File: config.mk
export PLATFORM = sky130hd
export DESIGN_NAME = lcd_text_refresh_flat
export DESIGN_NICKNAME = d
export VERILOG_FILES = /design/src/rtl/lcd_pkg.sv /design/src/rtl/lcd_text_refresh_if.sv /design/src/rtl/LCD_Controller.sv /design/src/rtl/lcd_char_buf.sv /design/src/rtl/lcd_text_refresh.sv /design/src/flat_wrapper.sv
export SDC_FILE = /design/constraint.sdc
export NUM_CORES = 1
export LEC_CHECK = 0
export CORE_MARGIN = 2
export CORE_UTILIZATION = 54
export DETAILED_ROUTE_END_ITERATION = 16
export GPL_ROUTABILITY_DRIVEN = 0
export GPL_TIMING_DRIVEN = 0
export PLACE_DENSITY = 0.74
export SYNTH_ARGS = -nofsm -noshare
export SYNTH_HDL_FRONTEND = slang
export SYNTH_SLANG_ARGS = --single-unit
export TNS_END_PERCENT = 30
File: constraint.sdc
create_clock -name iCLK -period 9.4 [get_ports iCLK]
set_input_delay 1.88 -clock iCLK [delete_from_list [all_inputs] [get_ports iCLK]]
set_output_delay 1.88 -clock iCLK [all_outputs]
set_load 0.02 [all_outputs]
File: src/rtl/lcd_pkg.sv
// lcd_pkg: HD44780 command constants and sequencer state type shared by the text refresh front end.
package lcd_pkg;
    localparam logic [7:0] FUNC_SET  = 8'h38;
    localparam logic [7:0] DISP_ON   = 8'h0C;
    localparam logic [7:0] CLEAR     = 8'h01;
    localparam logic [7:0] ENTRY     = 8'h06;
    localparam logic [7:0] SET_DDRAM = 8'h80;
    localparam logic [7:0] ROW_BASE [4] = '{8'h00, 8'h40, 8'h14, 8'h54};
    localparam logic [7:0] INIT_CMD [4] = '{FUNC_SET, DISP_ON, CLEAR, ENTRY};

    typedef enum logic [2:0] {LOAD, WAIT, DELAY, NEXT, IDLE} seq_state_t;

    function automatic logic [7:0] row_cmd(input logic [1:0] r);
        return SET_DDRAM | ROW_BASE[r];
    endfunction
endpackage

File: src/rtl/lcd_text_refresh_if.sv
// lcd_text_refresh_if: host write port into the character buffer.
interface lcd_text_refresh_if #(parameter int ADDR_W = 5);
    logic              wr;
    logic [ADDR_W-1:0] addr;
    logic [7:0]        data;
    modport master(output wr, addr, data);
    modport slave(input wr, addr, data);
endinterface

File: src/rtl/LCD_Controller.sv
// LCD_Controller: single-byte HD44780 write engine; a rising iStart produces one LCD_EN pulse, then oDone.
module LCD_Controller #(
    parameter int CLK_Divide = 16
) (
    input  logic [7:0] iDATA,
    input  logic       iRS,
    input  logic       iStart,
    output logic       oDone,
    input  logic       iCLK,
    input  logic       iRST_N,
    output logic [7:0] LCD_DATA,
    output logic       LCD_RW,
    output logic       LCD_EN,
    output logic       LCD_RS
);
    logic [4:0] Cont;
    logic [1:0] ST;
    logic       preStart, mStart;

    assign LCD_DATA = iDATA;
    assign LCD_RW   = 1'b0;
    assign LCD_RS   = iRS;

    always_ff @(posedge iCLK or negedge iRST_N) begin
        if (!iRST_N) begin
            oDone    <= 1'b0;
            LCD_EN   <= 1'b0;
            preStart <= 1'b0;
            mStart   <= 1'b0;
            Cont     <= '0;
            ST       <= '0;
        end else begin
            preStart <= iStart;
            if ({preStart, iStart} == 2'b01) begin
                mStart <= 1'b1;
                oDone  <= 1'b0;
            end
            if (mStart) begin
                case (ST)
                    2'd0: ST <= 2'd1;
                    2'd1: begin
                        LCD_EN <= 1'b1;
                        ST     <= 2'd2;
                    end
                    2'd2: begin
                        if (Cont < 5'(CLK_Divide)) Cont <= Cont + 5'd1;
                        else ST <= 2'd3;
                    end
                    default: begin
                        LCD_EN <= 1'b0;
                        mStart <= 1'b0;
                        oDone  <= 1'b1;
                        Cont   <= '0;
                        ST     <= 2'd0;
                    end
                endcase
            end
        end
    end
endmodule

File: src/rtl/lcd_char_buf.sv
// lcd_char_buf: character buffer with one write port and one combinational read port, reset to spaces.
module lcd_char_buf #(
    parameter int DEPTH  = 32,
    parameter int ADDR_W = 5
) (
    input  logic              iCLK,
    input  logic              iRST_N,
    input  logic              we,
    input  logic [ADDR_W-1:0] wr_addr,
    input  logic [7:0]        wr_data,
    input  logic [ADDR_W-1:0] rd_addr,
    output logic [7:0]        rd_data
);
    logic [7:0] mem [DEPTH];

    always_ff @(posedge iCLK or negedge iRST_N) begin
        if (!iRST_N) begin
            for (int i = 0; i < DEPTH; i++) mem[i] <= 8'h20;
        end else if (we) begin
            mem[wr_addr] <= wr_data;
        end
    end

    assign rd_data = mem[rd_addr];
endmodule

File: src/rtl/lcd_text_refresh.sv
// lcd_text_refresh: runs the HD44780 init list, then redraws the ROWS x COLS buffer through LCD_Controller,
// either back to back or only after host writes have dirtied the buffer.
module lcd_text_refresh
    import lcd_pkg::*;
#(
    parameter int COLS       = 16,
    parameter int ROWS       = 2,
    parameter int DLY_CMD    = 262143,
    parameter int DLY_CHR    = 4095,
    parameter int REFRESH_EN = 1,
    parameter int ADDR_W     = $clog2(ROWS * COLS)
) (
    input  logic       iCLK,
    input  logic       iRST_N,
    lcd_text_refresh_if.slave host,
    output logic       oInit_Done,
    output logic       oFrame_Done,
    output logic       oBusy,
    output logic [7:0] LCD_DATA,
    output logic       LCD_RW,
    output logic       LCD_EN,
    output logic       LCD_RS
);
    localparam int LAST  = 4 + ROWS * (COLS + 1) - 1;
    localparam int IDX_W = $clog2(LAST + 1);
    localparam int DMAX  = DLY_CMD > DLY_CHR ? DLY_CMD : DLY_CHR;
    localparam int CNT_W = $clog2(DMAX + 1);
    localparam int COL_W = $clog2(COLS + 1);

    seq_state_t        state, nxt;
    logic [IDX_W-1:0]  idx;
    logic [1:0]        row;
    logic [COL_W-1:0]  col;
    logic [CNT_W-1:0]  cnt;
    logic [7:0]        data, rd_data, ld_data;
    logic [ADDR_W-1:0] rd_addr;
    logic              rs, ld_rs, start, start_d, dirty, init_done, ctrl_done;
    logic              is_init, row_end, last, d_last, wr_ok;

    assign wr_ok   = host.wr && {1'b0, host.addr} < (ADDR_W + 1)'(ROWS * COLS);
    assign is_init = idx < IDX_W'(4);
    assign row_end = col == COL_W'(COLS);
    assign last    = idx == IDX_W'(LAST);
    assign d_last  = cnt == CNT_W'(rs ? DLY_CHR - 1 : DLY_CMD - 1);
    assign rd_addr = ADDR_W'(int'(row) * COLS + int'(col) - 1);
    assign ld_data = is_init ? INIT_CMD[idx[1:0]] : col == '0 ? row_cmd(row) : rd_data;
    assign ld_rs   = !is_init && col != '0;

    lcd_char_buf #(.DEPTH(ROWS * COLS), .ADDR_W(ADDR_W)) u_buf (
        .iCLK, .iRST_N, .we(wr_ok), .wr_addr(host.addr), .wr_data(host.data), .rd_addr, .rd_data
    );

    LCD_Controller u_ctrl (
        .iDATA(data), .iRS(rs), .iStart(start), .oDone(ctrl_done), .iCLK, .iRST_N,
        .LCD_DATA, .LCD_RW, .LCD_EN, .LCD_RS
    );

    always_ff @(posedge iCLK or negedge iRST_N) begin
        if (!iRST_N) state <= LOAD;
        else state <= nxt;
    end

    // oDone stays high from the previous byte until the controller sees the new start edge,
    // so it is trusted only once start has been high for a full cycle.
    always_comb begin
        nxt = state;
        case (state)
            LOAD:    nxt = WAIT;
            WAIT:    nxt = ctrl_done && start_d ? DELAY : WAIT;
            DELAY:   nxt = d_last ? NEXT : DELAY;
            NEXT:    nxt = !last || REFRESH_EN != 0 || dirty ? LOAD : IDLE;
            IDLE:    nxt = dirty ? LOAD : IDLE;
            default: nxt = LOAD;
        endcase
        oBusy       = state != IDLE;
        oFrame_Done = state == NEXT && last;
        oInit_Done  = init_done || (state == NEXT && idx == IDX_W'(3));
    end

    always_ff @(posedge iCLK or negedge iRST_N) begin
        if (!iRST_N) begin
            idx       <= '0;
            row       <= '0;
            col       <= '0;
            cnt       <= '0;
            data      <= '0;
            rs        <= 1'b0;
            start     <= 1'b0;
            start_d   <= 1'b0;
            dirty     <= 1'b1;
            init_done <= 1'b0;
        end else begin
            start_d <= start;
            if (state == LOAD) begin
                data  <= ld_data;
                rs    <= ld_rs;
                start <= 1'b1;
            end
            if (state == WAIT && nxt == DELAY) start <= 1'b0;
            cnt <= state == DELAY && !d_last ? cnt + 1'b1 : '0;
            if (state == NEXT) begin
                idx <= last ? IDX_W'(4) : idx + 1'b1;
                if (idx == IDX_W'(3)) init_done <= 1'b1;
                if (!is_init) begin
                    col <= row_end ? '0 : col + 1'b1;
                    row <= !row_end ? row : row == 2'(ROWS - 1) ? 2'd0 : row + 2'd1;
                end
            end
            // a write landing on the same edge as the frame-start clear keeps the buffer dirty
            dirty <= wr_ok || (dirty && !(state == LOAD && idx == IDX_W'(4)));
        end
    end
endmodule

File: src/flat_wrapper.sv
// flat-port wrapper written by rule: the top's interface ports become plain ports
module lcd_text_refresh_flat import lcd_pkg::*;
#(
    parameter int COLS       = 16,
    parameter int ROWS       = 2,
    parameter int DLY_CMD    = 262143,
    parameter int DLY_CHR    = 4095,
    parameter int REFRESH_EN = 1,
    parameter int ADDR_W     = $clog2(ROWS * COLS)
)
  (iCLK, iRST_N, oInit_Done, oFrame_Done, oBusy, LCD_DATA, LCD_RW, LCD_EN, LCD_RS, host_wr, host_addr, host_data);
  lcd_text_refresh_if #(.ADDR_W(ADDR_W)) host_i ();
  input  logic iCLK;
  input  logic iRST_N;
  output logic oInit_Done;
  output logic oFrame_Done;
  output logic oBusy;
  output logic [7:0] LCD_DATA;
  output logic LCD_RW;
  output logic LCD_EN;
  output logic LCD_RS;
  input wire logic [$bits(host_i.wr)-1:0] host_wr;
  input wire logic [$bits(host_i.addr)-1:0] host_addr;
  input wire logic [$bits(host_i.data)-1:0] host_data;
  assign host_i.wr = host_wr;
  assign host_i.addr = host_addr;
  assign host_i.data = host_data;
  lcd_text_refresh #(.COLS(COLS), .ROWS(ROWS), .DLY_CMD(DLY_CMD), .DLY_CHR(DLY_CHR), .REFRESH_EN(REFRESH_EN), .ADDR_W(ADDR_W)) u_core (.iCLK(iCLK), .iRST_N(iRST_N), .host(host_i), .oInit_Done(oInit_Done), .oFrame_Done(oFrame_Done), .oBusy(oBusy), .LCD_DATA(LCD_DATA), .LCD_RW(LCD_RW), .LCD_EN(LCD_EN), .LCD_RS(LCD_RS));
endmodule
==> results.toml <==
[cts]
clk_path_buf_depth = 3
clk_pin_slew_ps = 60
clock-root-buffer = "clkbuf_16"
ctsHtreeMaxLevel = 2
post-cts-setup-buffer-count = 0
cts_buffers = 34
post_cts_resized = 0
cts_tree = "done"
hold_buffers = 0
cts.sinks = 313
clock_latency_ps = 510

[global_route]
grt_pass1_vias = 9450
grt_max_degree = 123
grt_usage = 0.250
overflow = 0
grt_first_pass_wirelength_um = 54000
antenna_found_initial = 0

[synth]
synthTopCellsByArea = "dfrtp_1, mux2_2, mux4_2, dfstp_2, ha_1"
synth-edff-count = 0
synth-seq-cells = 313
synth_compound_area_frac = 0.0263
synth.avg_cell_area_um2 = 14.2
yosysWarnings = 0
yosysTopAreaCell = "dfrtp_1"
yosys.area_share.simple = 0.0626
yosysSeqAreaShare = 0.536
synth-xor-area-share = 0.0166
ys_types = 54
synthArstFlopShare = 1.00
synthFlopType = "dfrtp_1"
synth_top_area_frac = 0.477
syn_nets = 1070
synth_top_family_by_area = "multiplexers"
syn_area_um2 = 14700
synthMuxAreaShare = 0.320
synthAdderAreaFrac = 0.0176
synthesis.instances = 1034

[detailed_routing]
drc = 0
num_vias = 8937
wl_per_cell_um = 23.5
firstDrtPassIters = 5
routed_wl_um = 34200
drtIter0Drc = 632
drt-vias-per-instance = 6.12
drtAntennaViolNets = 0

[critical_path]
worstPathCellList = "clkbuf_1, nor2_1, nand2_1, nor4_1, clkdlybuf4s50_1"
worstPathMaxFanout = 9
reg2reg_depth = 12
crit_end = "oFrame_Done"
worstSetupPathType = "flop to primary output"
start_kind = "flop"
reg2reg_to = "u_core.data[1]$_DFFE_PN0P_"
rr_startpoint = "u_core.col[0]$_DFFE_PN0P_"
worstPathArrival_ps = 3170
reg2reg_slack_ps = 4820
crit_start = "u_core.state[2]$_DFF_PN0_"
cpPeakStageDelay_ps = 750
required_ps = 7520
endpoint_kind = "primary output"
slowest_stage = "clkdlybuf4s50_1"

[final_layout]
multiInputGateArea_um2 = 6510
drive_gt1_frac = 0.396
antenna_cells = 0
final_area_um2 = 16500
fillers = 2051
fin_cells = 1460
final_util = 0.617
ff_latch_area_um2 = 7870
area_growth_pct = 12.6
nets = 1132

[timing]
finClkSkew_ps = 20.0
hold_viol = 0
final_max_slew_viol_count = 0
final-setup-viol-count = 0
setup_slack_ps = 4350
min_period_over_period = 0.537
rsz0062_at_grt = "no"
slew_headroom = 0.0843
worst_pin_slew_ps = 1360
min_period_ps = 5050
fmax_ghz = 0.198

[pwr]
power.leakage_nw = 7.13
powerDensity_nw_per_um2 = 208
peakVddDrop_v = 0.000201

[place]
dp.cells = 1401
dp_worst_setup_slack_ps = 4850
place_area_um2 = 15400
io_buffers = 24
hpwl_um = 23300

[floorplanning]
die_area_um2 = 28500
initial_utilization = 0.548
core-area_um2 = 26800
io_pins = 30
die_y_um = 169
die_width_um = 169
num_rows = 60

[job]
drv_cap = 0

[worst_hold_path]
min_path_type = "flop to flop"

[status]
status = "finished clean"
[critical path: cells and delay by family (launching register included)]
| kind | cells | cell delay [ps] |
|---|---|---|
| simple gates | 3 | 1380 |
| buf+inv | 2 | 920 |
| flops | 1 | 360 |
[metal layers]
| layer | track usage | vias up | wire length (um) |
|---|---|---|---|
| met1 | 0.346 | 4751 | 15000 |
| met5 | 0 | - | 0 |
| met2 | 0.407 | 202 | 16700 |
| met3 | 0.0414 | 75 | 1600 |
| li1 | - | 3909 | - |
| met4 | 0.0832 | 0 | 951 |
[how the worst min path moves through the flow]
| stage | start | end | depth (start not counted) |
|---|---|---|---|
| floorplan | u_core.start$_DFFE_PN0P_ | u_core.start_d$_DFF_PN0_ | 0 |
| global placement | u_core.start$_DFFE_PN0P_ | u_core.start_d$_DFF_PN0_ | 0 |
| detailed placement | u_core.start$_DFFE_PN0P_ | u_core.start_d$_DFF_PN0_ | 0 |
| CTS | u_core.init_done$_DFFE_PN0P_ | u_core.init_done$_DFFE_PN0P_ | 1 |
| global route | u_core.start$_DFFE_PN0P_ | u_core.start_d$_DFF_PN0_ | 0 |
| finish | u_core.start$_DFFE_PN0P_ | u_core.start_d$_DFF_PN0_ | 0 |
[logic make-up (layout without fill, tap and decap cells)]
logic type,Yosys count,in the layout
mux,345,345
compound gates,61,61
xor+xnor,27,27
buf+inv,71,156
other cells,1,1
simple gates,196,196
flops,313,313
fa+ha+maj,20,20
[Yosys cell counts (5+ instances only)]
master	count
a21oi_1	10
ha_1	19
nand4_1	6
clkbuf_1	42
nor2_1	62
nand2b_1	8
nand3_1	19
dfstp_2	33
xor2_1	16
xnor2_1	10
dfrtp_1	280
mux2i_1	10
buf_2	9
mux4_2	72
and3_1	5
nor3_1	6
nand2_1	60
o21ai_0	23
inv_1	13
buf_4	5
mux2_2	261
[registers in the layout, summed over array words and instances (netlist names)]
| register | count |
|---|---|
| u_core.dirty | 1 |
| u_core.row | 2 |
| u_core.idx | 6 |
| u_core.start | 1 |
| u_core.data | 8 |
| u_core.u_buf.mem | 256 |
| u_core.state | 3 |
| u_core.start_d | 1 |
| u_core.u_ctrl.ST | 2 |
| u_core.rs | 1 |
| u_core.u_ctrl.LCD_EN | 1 |
| u_core.u_ctrl.oDone | 1 |
| u_core.col | 5 |
| u_core.cnt | 18 |
| u_core.u_ctrl.mStart | 1 |
| u_core.init_done | 1 |
| u_core.u_ctrl.Cont | 5 |
[cell usage in the layout, fill, tap and decap left out, types with 9 or more instances in the layout]
cell             instances
dfrtp_1                280
mux2_2                 261
mux4_2                  72
nor2_1                  62
nand2_1                 60
clkbuf_1                50
clkbuf_16               35
dfstp_2                 33
o21ai_0                 23
clkdlybuf4s50_1         23
nand3_1                 19
ha_1                    19
xor2_1                  16
inv_1                   13
a21oi_1                 10
mux2i_1                 10
xnor2_1                 10
buf_2                    9
[cell type report]
type,instances,share of cell area
buffer,58,0.0150
sequential,313,0.476
clock buffer,49,0.0598
multi-input combinational,650,0.394
inverter,13,0.00295
tap,341,0.0258
timing repair buffer,26,0.0182
clock inverter,10,0.00795
[stage by stage]
stage	power, W	TNS [ps]	hold slack [ps]
6_report	0.00344	0	468
5_1_grt	0.00358	0	490
4_1_cts	0.00346	0	482
3_5_place_dp	0.00212	0	437
3_3_place_gp	0.00209	-2048570	425
2_1_floorplan	0.00198	0	375
[power by group]
group / total [W] / internal [W] / leakage (nW) / switching, W
Sequential: 0.00169 / 0.00158 / 3.95 / 0.000105
Combinational: 0.000410 / 0.000255 / 2.63 / 0.000156
Clock: 0.00134 / 0.000813 / 0.551 / 0.000526
(Power assumes the default switching activity.)
